## src/rtl/frame_renderer.sv

```systemverilog
// -----------------------------------------------------------------------------
// frame_renderer
//
// Renders a 16x16 two-plane (red/green) game frame one row per clock.
// A frame_tick accepted while idle snapshots every game input, the next 16
// cycles fill a back buffer row by row, and one more cycle commits the back
// buffer to the visible planes, so the outputs change 17 cycles after the
// accepting edge. Ticks that arrive while a frame is in flight are dropped.
//
// Optional build macro:
//   SCORE_BAR_EN  - when defined, row 0 of the red plane shows a bar of Score
//                   lit pixels (columns 0..Score-1) in every non-IDLE state.
//                   When undefined, Score is ignored.
//
// Ports:
//   clk         in   sole clock, rising edge
//   reset       in   synchronous, active-high
//   frame_tick  in   one-cycle frame request
//   GameState   in   [1:0]  00 IDLE, 11 GAME_OVER, 01/10 PLAY
//   BirdY       in   [3:0]  bird row
//   PipeX       in   [NUM_PIPES*4-1:0]  pipe columns, pipe i at [i*4 +: 4]
//   GapY        in   [NUM_PIPES*4-1:0]  first gap row, pipe i at [i*4 +: 4]
//   PipeValid   in   [NUM_PIPES-1:0]    per-pipe enable
//   Score       in   [3:0]  score (only with SCORE_BAR_EN)
//   RedPixels   out  [15:0][15:0]  registered red plane, [row][col]
//   GrnPixels   out  [15:0][15:0]  registered green plane, [row][col]
//   busy        out  high while a frame is rendering or committing
//   frame_done  out  one-cycle pulse in the cycle the planes update
// -----------------------------------------------------------------------------
module frame_renderer #(
    parameter int NUM_PIPES    = 2,
    parameter int GAP_SIZE     = 4,
    parameter int BIRD_X       = 12,
    parameter int BLINK_FRAMES = 4
) (
    input  logic                     clk,
    input  logic                     reset,
    input  logic                     frame_tick,
    input  logic [1:0]               GameState,
    input  logic [3:0]               BirdY,
    input  logic [NUM_PIPES*4-1:0]   PipeX,
    input  logic [NUM_PIPES*4-1:0]   GapY,
    input  logic [NUM_PIPES-1:0]     PipeValid,
    input  logic [3:0]               Score,
    output logic [15:0][15:0]        RedPixels,
    output logic [15:0][15:0]        GrnPixels,
    output logic                     busy,
    output logic                     frame_done
);

    typedef enum logic [1:0] {
        WAIT   = 2'd0,
        RENDER = 2'd1,
        COMMIT = 2'd2
    } state_t;

    localparam logic [1:0] ST_IDLE = 2'b00;
    localparam logic [1:0] ST_OVER = 2'b11;

    state_t state;
    logic [3:0] row;

    // Snapshot of the game inputs taken at the accepting tick
    logic [1:0]             gstate_p0;
    logic [3:0]             birdy_p0;
    logic [NUM_PIPES*4-1:0] pipex_p0;
    logic [NUM_PIPES*4-1:0] gapy_p0;
    logic [NUM_PIPES-1:0]   pvalid_p0;
`ifdef SCORE_BAR_EN
    logic [3:0]             score_p0;
`else
    logic                   unused_score;
    assign unused_score = ^Score;
`endif

    // Game-over blink tracking, advanced once per accepted frame
    logic       blink_on;
    logic [7:0] blink_cnt;
    logic       prev_over;

    // Back buffer filled one row per RENDER cycle
    logic [15:0][15:0] red_p1;
    logic [15:0][15:0] grn_p1;

    logic [15:0] row_red;
    logic [15:0] row_grn;

    // A pipe column is solid outside its gap. The gap end is formed 5 bits
    // wide so a gap running past row 15 simply leaves the bottom rows clear.
    function automatic logic pipe_solid(input logic [3:0] r, input logic [3:0] gap);
        logic [4:0] gap_end;
        gap_end = {1'b0, gap} + 5'(GAP_SIZE);
        return (r < gap) || ({1'b0, r} >= gap_end);
    endfunction

    // ---- stage p0 -> p1: one row of pixels from the snapshot ----
    always_comb begin
        row_red = '0;
        row_grn = '0;
        if (gstate_p0 == ST_IDLE) begin
            if (row == 4'd8)
                row_red[BIRD_X] = 1'b1;
        end else begin
            for (int i = 0; i < NUM_PIPES; i++) begin
                if (pvalid_p0[i] && pipe_solid(row, gapy_p0[i*4 +: 4]))
                    row_grn[pipex_p0[i*4 +: 4]] = 1'b1;
            end
            if ((gstate_p0 != ST_OVER || blink_on) && row == birdy_p0)
                row_red[BIRD_X] = 1'b1;
`ifdef SCORE_BAR_EN
            if (row == 4'd0) begin
                for (int c = 0; c < 16; c++) begin
                    if (5'(c) < {1'b0, score_p0})
                        row_red[c] = 1'b1;
                end
            end
`endif
        end
    end

    always_ff @(posedge clk) begin
        if (reset) begin
            state      <= WAIT;
            row        <= 4'd0;
            busy       <= 1'b0;
            frame_done <= 1'b0;
            blink_on   <= 1'b1;
            blink_cnt  <= 8'd0;
            prev_over  <= 1'b0;
            red_p1     <= '0;
            grn_p1     <= '0;
            RedPixels  <= '0;
            GrnPixels  <= '0;
        end else begin
            frame_done <= 1'b0;
            case (state)
                WAIT: begin
                    if (frame_tick) begin
                        gstate_p0 <= GameState;
                        birdy_p0  <= BirdY;
                        pipex_p0  <= PipeX;
                        gapy_p0   <= GapY;
                        pvalid_p0 <= PipeValid;
`ifdef SCORE_BAR_EN
                        score_p0  <= Score;
`endif
                        row       <= 4'd0;
                        busy      <= 1'b1;
                        state     <= RENDER;
                        // Blink restarts visible on entry to game-over and
                        // toggles every BLINK_FRAMES game-over frames after.
                        if (GameState == ST_OVER) begin
                            prev_over <= 1'b1;
                            if (!prev_over) begin
                                blink_on  <= 1'b1;
                                blink_cnt <= 8'd0;
                            end else if (blink_cnt == 8'(BLINK_FRAMES - 1)) begin
                                blink_on  <= ~blink_on;
                                blink_cnt <= 8'd0;
                            end else begin
                                blink_cnt <= blink_cnt + 8'd1;
                            end
                        end else begin
                            prev_over <= 1'b0;
                            blink_on  <= 1'b1;
                            blink_cnt <= 8'd0;
                        end
                    end
                end
                // ---- stage p1: back buffer fill ----
                RENDER: begin
                    red_p1[row] <= row_red;
                    grn_p1[row] <= row_grn;
                    row         <= row + 4'd1;
                    if (row == 4'd15)
                        state <= COMMIT;
                end
                // ---- stage p2: visible planes ----
                COMMIT: begin
                    RedPixels  <= red_p1;
                    GrnPixels  <= grn_p1;
                    frame_done <= 1'b1;
                    busy       <= 1'b0;
                    state      <= WAIT;
                end
                default: begin
                    busy  <= 1'b0;
                    state <= WAIT;
                end
            endcase
        end
    end

endmodule

```

## config.mk

```make
export PLATFORM = sky130hd
export DESIGN_NAME = frame_renderer
export DESIGN_NICKNAME = d
export VERILOG_FILES = /design/src/rtl/frame_renderer.sv
export SDC_FILE = /design/constraint.sdc
export NUM_CORES = 1
export LEC_CHECK = 0
export ABC_AREA = 1
export CAP_MARGIN = 0
export CORE_MARGIN = 2
export CORE_UTILIZATION = 54
export DETAILED_ROUTE_END_ITERATION = 8
export PLACE_DENSITY_LB_ADDON = 0.08
export SLEW_MARGIN = 10
export SYNTH_ARGS = -nofsm -noshare
export SYNTH_HDL_FRONTEND = slang
export SYNTH_SLANG_ARGS = --single-unit
```

## constraint.sdc

```tcl
create_clock -name clk -period 8 [get_ports clk]
set_clock_uncertainty 0.05 [all_clocks]
set_input_delay 2 -clock clk [delete_from_list [all_inputs] [get_ports clk]]
set_output_delay 2 -clock clk [all_outputs]
set_load 0.01 [all_outputs]
```

==> Yosys cells after proc, flatten, opt, wreduce, memory -nomap -nowiden <==
Cells that the tools add are included.
{ "op_classes": {"n_eq_ne": 11, "n_lt_le_gt_ge": 10, "addsub": 4, "reduce_logical": 18, "bitwise_logic": 4, "mux": 30} }
{ "op_table": {"columns": ["cell", "count"], "rows": [
  ["256-bit bitwise mux", 2],
  ["16-bit 2-to-1 mux", 5],
  ["16-bit demux with 4-bit select", 1],
  ["8-bit 2-to-1 mux", 3],
  ["16-bit OR", 1],
  ["4-bit by 5-bit less-than comparator with 1-bit output, second input constant", 3],
  ["4-bit by 1-bit >= comparator with 1-bit output, second input constant", 3],
  ["1-bit 2-to-1 mux", 11],
  ["4-bit by 3-bit adder with 5-bit output, second input constant", 2],
  ["4-bit by 5-bit >= comparator with 1-bit output", 2],
  ["8-bit by 1-bit adder with 8-bit output, second input constant", 1],
  ["1-bit demux with 4-bit select", 2],
  ["4-bit == test, second input constant", 2],
  ["8-bit by 2-bit == test with 1-bit output, second input constant", 1],
  ["4-bit less-than comparator", 2],
  ["4-bit one-hot mux with 2 select lines", 1],
  ["2-bit AND reduction", 4],
  ["1-bit logical AND", 6],
  ["2-bit != test, second input constant", 3],
  ["3-bit AND reduction", 2],
  ["4-bit by 1-bit adder with 4-bit output, second input constant", 1],
  ["2-bit == test, second input constant", 2],
  ["4-bit == test", 1],
  ["2-bit logical NOT", 2],
  ["other kinds (9)", 14]
]} }
{ "word_totals": {"register_bits": 1066, "output_inout_bits": 514, "elab_cells": 153, "input_bits": 31} }

==> Logic depth before layout (Yosys ltp) <==
{ "depth": {"depth_word": 10, "mapped_depth": 15, "ltp_nobuf": 13} }

==> Worst setup path before layout <==
No wires, ideal clock.
{ "synth_timing": {"kind": "input to register", "start": "input port frame_tick", "end": "register birdy_p0[0], enable pin", "setup_ps": 405, "n_path_buf": 1, "t_arrival_ps": 3447, "setup_slack_ps": 4098, "required_time_ps": 7545, "path_stages": 5, "path_cell_list": "nand2_1 > nor2_1 > buf_2 > inv_1 > nor2_1"} }
{ "synth_via": {"elab_chain_len": 1} }
{ "synth_lines": {"columns": ["element", "line_no", "rtl"], "rows": [
  ["from (decl)", "38", "input logic frame_tick,"],
  ["3-bit AND reduction (no line)", null, null],
  ["to (signal assigned)", "140", "birdy_p0 <= BirdY;"],
  ["to (decl)", "65", "logic [3:0] birdy_p0;"]
]} }
Every way passes these cells.
A chain may end at the register's enable or synchronous reset.

==> impl_summary.log <==
INFO  metric status = finished clean
INFO  metric setup_slack = 3.85 ns
INFO  metric post_cts.repair.setup_buffers = 0
INFO  metric dieWidth = about 210 microns
INFO  metric initial_antenna_violation_count = 0
INFO  metric cp.buffers_inverters = 4
INFO  metric global_route.overflow_total = 0
INFO  metric rsz0062_at_grt = no
INFO  metric syn2layout_area_growth = 16.3%
INFO  metric post_dp_cell_area = 25,100 sq um
INFO  metric critical_path.reg2reg.endpoint = grn_p1[112]$_SDFFE_PP0P_
INFO  metric reg2reg_depth = 11
INFO  metric dieHeight = 211 microns
INFO  metric cpMostUsedCell = buf_4
INFO  metric grt.total_usage = a little over a quarter
INFO  metric worstPathArrival = around 4.6 ns
INFO  metric ys_async_rst_share = 0%
INFO  metric fin_crit = 4.15 ns
INFO  metric crit_path_max_incr_delay = 0.78 ns
INFO  metric dpl.hpwl = 36.0 mm
INFO  metric finalNonFillerCells = roughly 3,500
INFO  metric cts_made_buffers = 56
INFO  metric cts_hold_repair.buffers = 0
INFO  metric ys.warnings.count = 0
INFO  metric num_io_pins = 545
INFO  metric resized_cells_post_cts = 0
INFO  metric worst-endpoint-required = about 8.5 ns
INFO  metric final_net_count = 2,956
INFO  metric final_core_util = 64.0%
INFO  metric syn_area = between 20,000 and 25,000 sq um
INFO  metric worst_hold_startpoint = red_p1[204]$_SDFFE_PP0P_
INFO  metric place.gp.congestion = about 0.85
INFO  metric cp_top_family = buffers and inverters
INFO  metric clock_latency = 0.61 ns
INFO  metric clk_root_buffer_cell = clkbuf_16
INFO  metric final_design_area_no_fill = around 27,000 sq um
INFO  metric insertedDiodeCount = 0
INFO  metric drive_above_1_share = a little under a tenth
INFO  metric place_inst = 3,387
INFO  metric finalCritPeriodShare = 51.9%
INFO  metric floorplan.initialDensity = about 55%
INFO  metric drt_first_iter_violations = between 1,000 and 1,500
INFO  metric grt_start_max_net_pins = 240
INFO  metric drt_pass1_iterations = 5
INFO  metric drv_slew = 0
INFO  metric floorplan.core_area = 42,100 sq um
INFO  metric grt_pass1_wl = ~92 mm
INFO  metric crit_path_cell_chain = clkdlybuf4s50_1 -> buf_4 -> inv_8 -> buf_4 -> o21ai_0 -> a21oi_1
INFO  metric worstHoldPathCells = 2
INFO  metric via_count = 18,109
INFO  metric max-vdd-ir-drop = approximately 0.17 mV
INFO  metric synth-main-ff-cell = dfxtp_1
INFO  metric combinational_family_with_the_most_area_after_synthesis = compound AO/OA/AOI/OAI gates
INFO  metric fmax = 0.241 GHz
INFO  metric drt_drc_violations_left = 0
INFO  metric worst_path_max_delay_cell = inv_8
INFO  metric nFillCells = ~3,600
INFO  metric power_density = 216 nW/um^2
INFO  metric synth_adder_area_share = just over 1%
INFO  metric tns = 0 ns
INFO  metric min-delay-path-class = reg2reg
INFO  metric die_area = 44,600 sq um
INFO  metric wl_per_cell = around 17 microns
INFO  metric cts_tree = built
INFO  metric syn-mean-instance-area = 8.50 sq um
INFO  metric synth_simple_gate_area_share = 14.1%
INFO  metric critPathKind = in2reg
INFO  metric hold_viol_final = 0
INFO  metric ys_ff_latch = about 590
INFO  metric critPathCaptureType = flip-flop
INFO  metric routed_wl = 60.5 mm
INFO  metric vias_in_the_first_global_route = ~16,000
INFO  metric cts-root-to-sink-buffers = 3
INFO  metric power_leakage = 11.7 nW
INFO  metric xor_xnor_share_of_the_synthesized_area = less than 1%
INFO  metric post_synth_num_cell_types = 37
INFO  metric synth_compound_area_share = 19.8%
INFO  metric worstHoldEndpoint = RedPixels[204]$_SDFFE_PP0P_
INFO  metric setup_viol = 0
INFO  metric detail-route-antenna-nets = 0
INFO  metric drt_via_density = ~5.2
INFO  metric port-buffer-count = 300
INFO  metric setup.worst_path.start_class = input port
INFO  metric path_max_fanout = between 200 and 250
INFO  metric cts.clk_slew.worst_paths = 0.06 ns
INFO  metric synth-seq-area-share = approximately half
INFO  metric synth-edff-count = 24
INFO  metric timing.slew.headroom = 19.9%
INFO  metric placement.setup.worst_slack = between 3 and 4 ns
INFO  metric synth_cells = 2,729
INFO  metric synth.mux.area_fraction = 0%
INFO  metric rr_startpoint = gapy_p0[2]$_DFFE_PP_
INFO  metric cell_row_count = 75
INFO  metric tightest_pin_transition = 1.20 ns
INFO  metric cts.sink_count = about 590
INFO  metric maximum_level_of_the_cts_h_tree = 2
INFO  metric timing.max_cap.violations = 0
INFO  metric rrSetupSlack = a little under 5 ns
## cell usage in the layout (no fill, tap or decap), drive strengths merged, types with 3 or more instances in the layout
cell | synthesis | routed
clkinv | 0 | 9
o21a | 3 | 3
buf | 351 | 14
ha | 19 | 19
o21ai | 546 | 546
conb | 1 | 240
nand2 | 95 | 95
a21oi | 287 | 287
edfxtp | 24 | 24
nor3 | 4 | 4
nand3 | 49 | 49
dfxtp | 562 | 562
nor2 | 614 | 614
clkbuf | 83 | 88
inv | 81 | 82
clkdlybuf4s50 | 0 | 300
## layout make-up
| cell class | instances | area (sq um) | share of cell area (%) |
|---|---|---|---|
| flip-flops and latches | 586 | 12000 | 44.4 |
| multi-input cells | 1867 | 9050 | 33.6 |
| repair buffers | 314 | 3120 | 11.6 |
| clock buffers | 88 | 1690 | 6.28 |
| well taps | 539 | 674 | 2.50 |
| inverters | 81 | 319 | 1.18 |
| clock inverters | 14 | 140 | 0.520 |
## how the worst max path moves through the flow
stage	end	slack, ns	startpoint	cells past startpoint
2_1_floorplan	birdy_p0[0]$_DFFE_PP_	4.10	frame_tick	5
3_3_place_gp	grn_p1[192]$_SDFFE_PP0P_	3.34	reset	6
3_5_place_dp	grn_p1[180]$_SDFFE_PP0P_	3.31	reset	6
4_1_cts	grn_p1[178]$_SDFFE_PP0P_	3.92	reset	6
5_1_grt	grn_p1[195]$_SDFFE_PP0P_	3.57	reset	6
6_report	grn_p1[178]$_SDFFE_PP0P_	3.85	reset	6
## tightest hold or removal path: cells and delay by family, from the launching register on
kind,cells,cell delay (ns)
flops,1,0.30
compound gates,1,0.05
buf+inv,1,0.06
## through the flow
| stage | total power, mW | hold WS (ns) |
|---|---|---|
| after floorplan | 3.28 | 0.380 |
| after global placement | 3.24 | 0.390 |
| after detailed placement | 3.24 | 0.397 |
| after CTS | 5.85 | 0.406 |
| after global routing | 6.00 | 0.418 |
| final | 5.81 | 0.402 |
## Yosys cell counts, types with 2 or more instances
| cell | count | share of area, % |
|---|---|---|
| nand2_1 | 66 | 1.1 |
| buf_2 | 89 | 1.9 |
| edfxtp_1 | 24 | 3.1 |
| o21ai_0 | 541 | 12 |
| clkbuf_1 | 82 | 1.3 |
| inv_1 | 73 | 1.2 |
| o21a_1 | 3 | 0.097 |
| a21oi_1 | 186 | 4.0 |
| nor3b_1 | 2 | 0.065 |
| a21oi_2 | 101 | 3.8 |
| nor2_2 | 9 | 0.24 |
| o21ai_1 | 5 | 0.11 |
| nor3_1 | 4 | 0.086 |
| nand2_4 | 14 | 0.68 |
| ha_1 | 19 | 1.0 |
| dfxtp_1 | 562 | 49 |
| buf_6 | 13 | 0.63 |
| buf_4 | 247 | 8.0 |
| nor2_1 | 596 | 9.6 |
| inv_2 | 8 | 0.13 |
| xor2_1 | 2 | 0.076 |
| nand2_2 | 15 | 0.40 |
| nand3_2 | 12 | 0.52 |
| nand3_1 | 36 | 0.78 |
| nor2_4 | 8 | 0.39 |
## report_power, final
part | internal [mW] | total [mW] | switching, mW
clock network | 1.52 | 2.63 | 1.12
registers | 2.96 | 2.97 | 0.0146
logic | 0.0437 | 0.207 | 0.163
total | 4.52 | 5.81 | 1.29
## flip-flops by register name, indices dropped and copies added (netlist names), 4 cells and up
| signal | count |
|---|---|
| blink_cnt | 8 |
| row | 4 |
| RedPixels | 16 |
| red_p1 | 16 |
| grn_p1 | 256 |
| birdy_p0 | 4 |
| gapy_p0 | 8 |
| GrnPixels | 256 |
| pipex_p0 | 8 |
## kinds of logic (layout without fill, tap and decap cells)
group                    after synthesis  in the layout
AO/OA/AOI/OAI                        839            839
other                                  1            240
flip-flops                           586            586
XOR/XNOR                               3              3
AND/OR/NAND/NOR                      766            766
adder cells (fa/ha/maj)               19             19
buffers and inverters                515            497
## layer usage
metal	global-route usage [%]	vias to the layer above	part of all wire [%]
met1	36.4	8564	45
li1	-	8852	-
met2	40.7	600	46
met4	9.37	0	2.8
met5	0	-	0
met3	4.94	93	6.7
(Power assumes the default switching activity.)
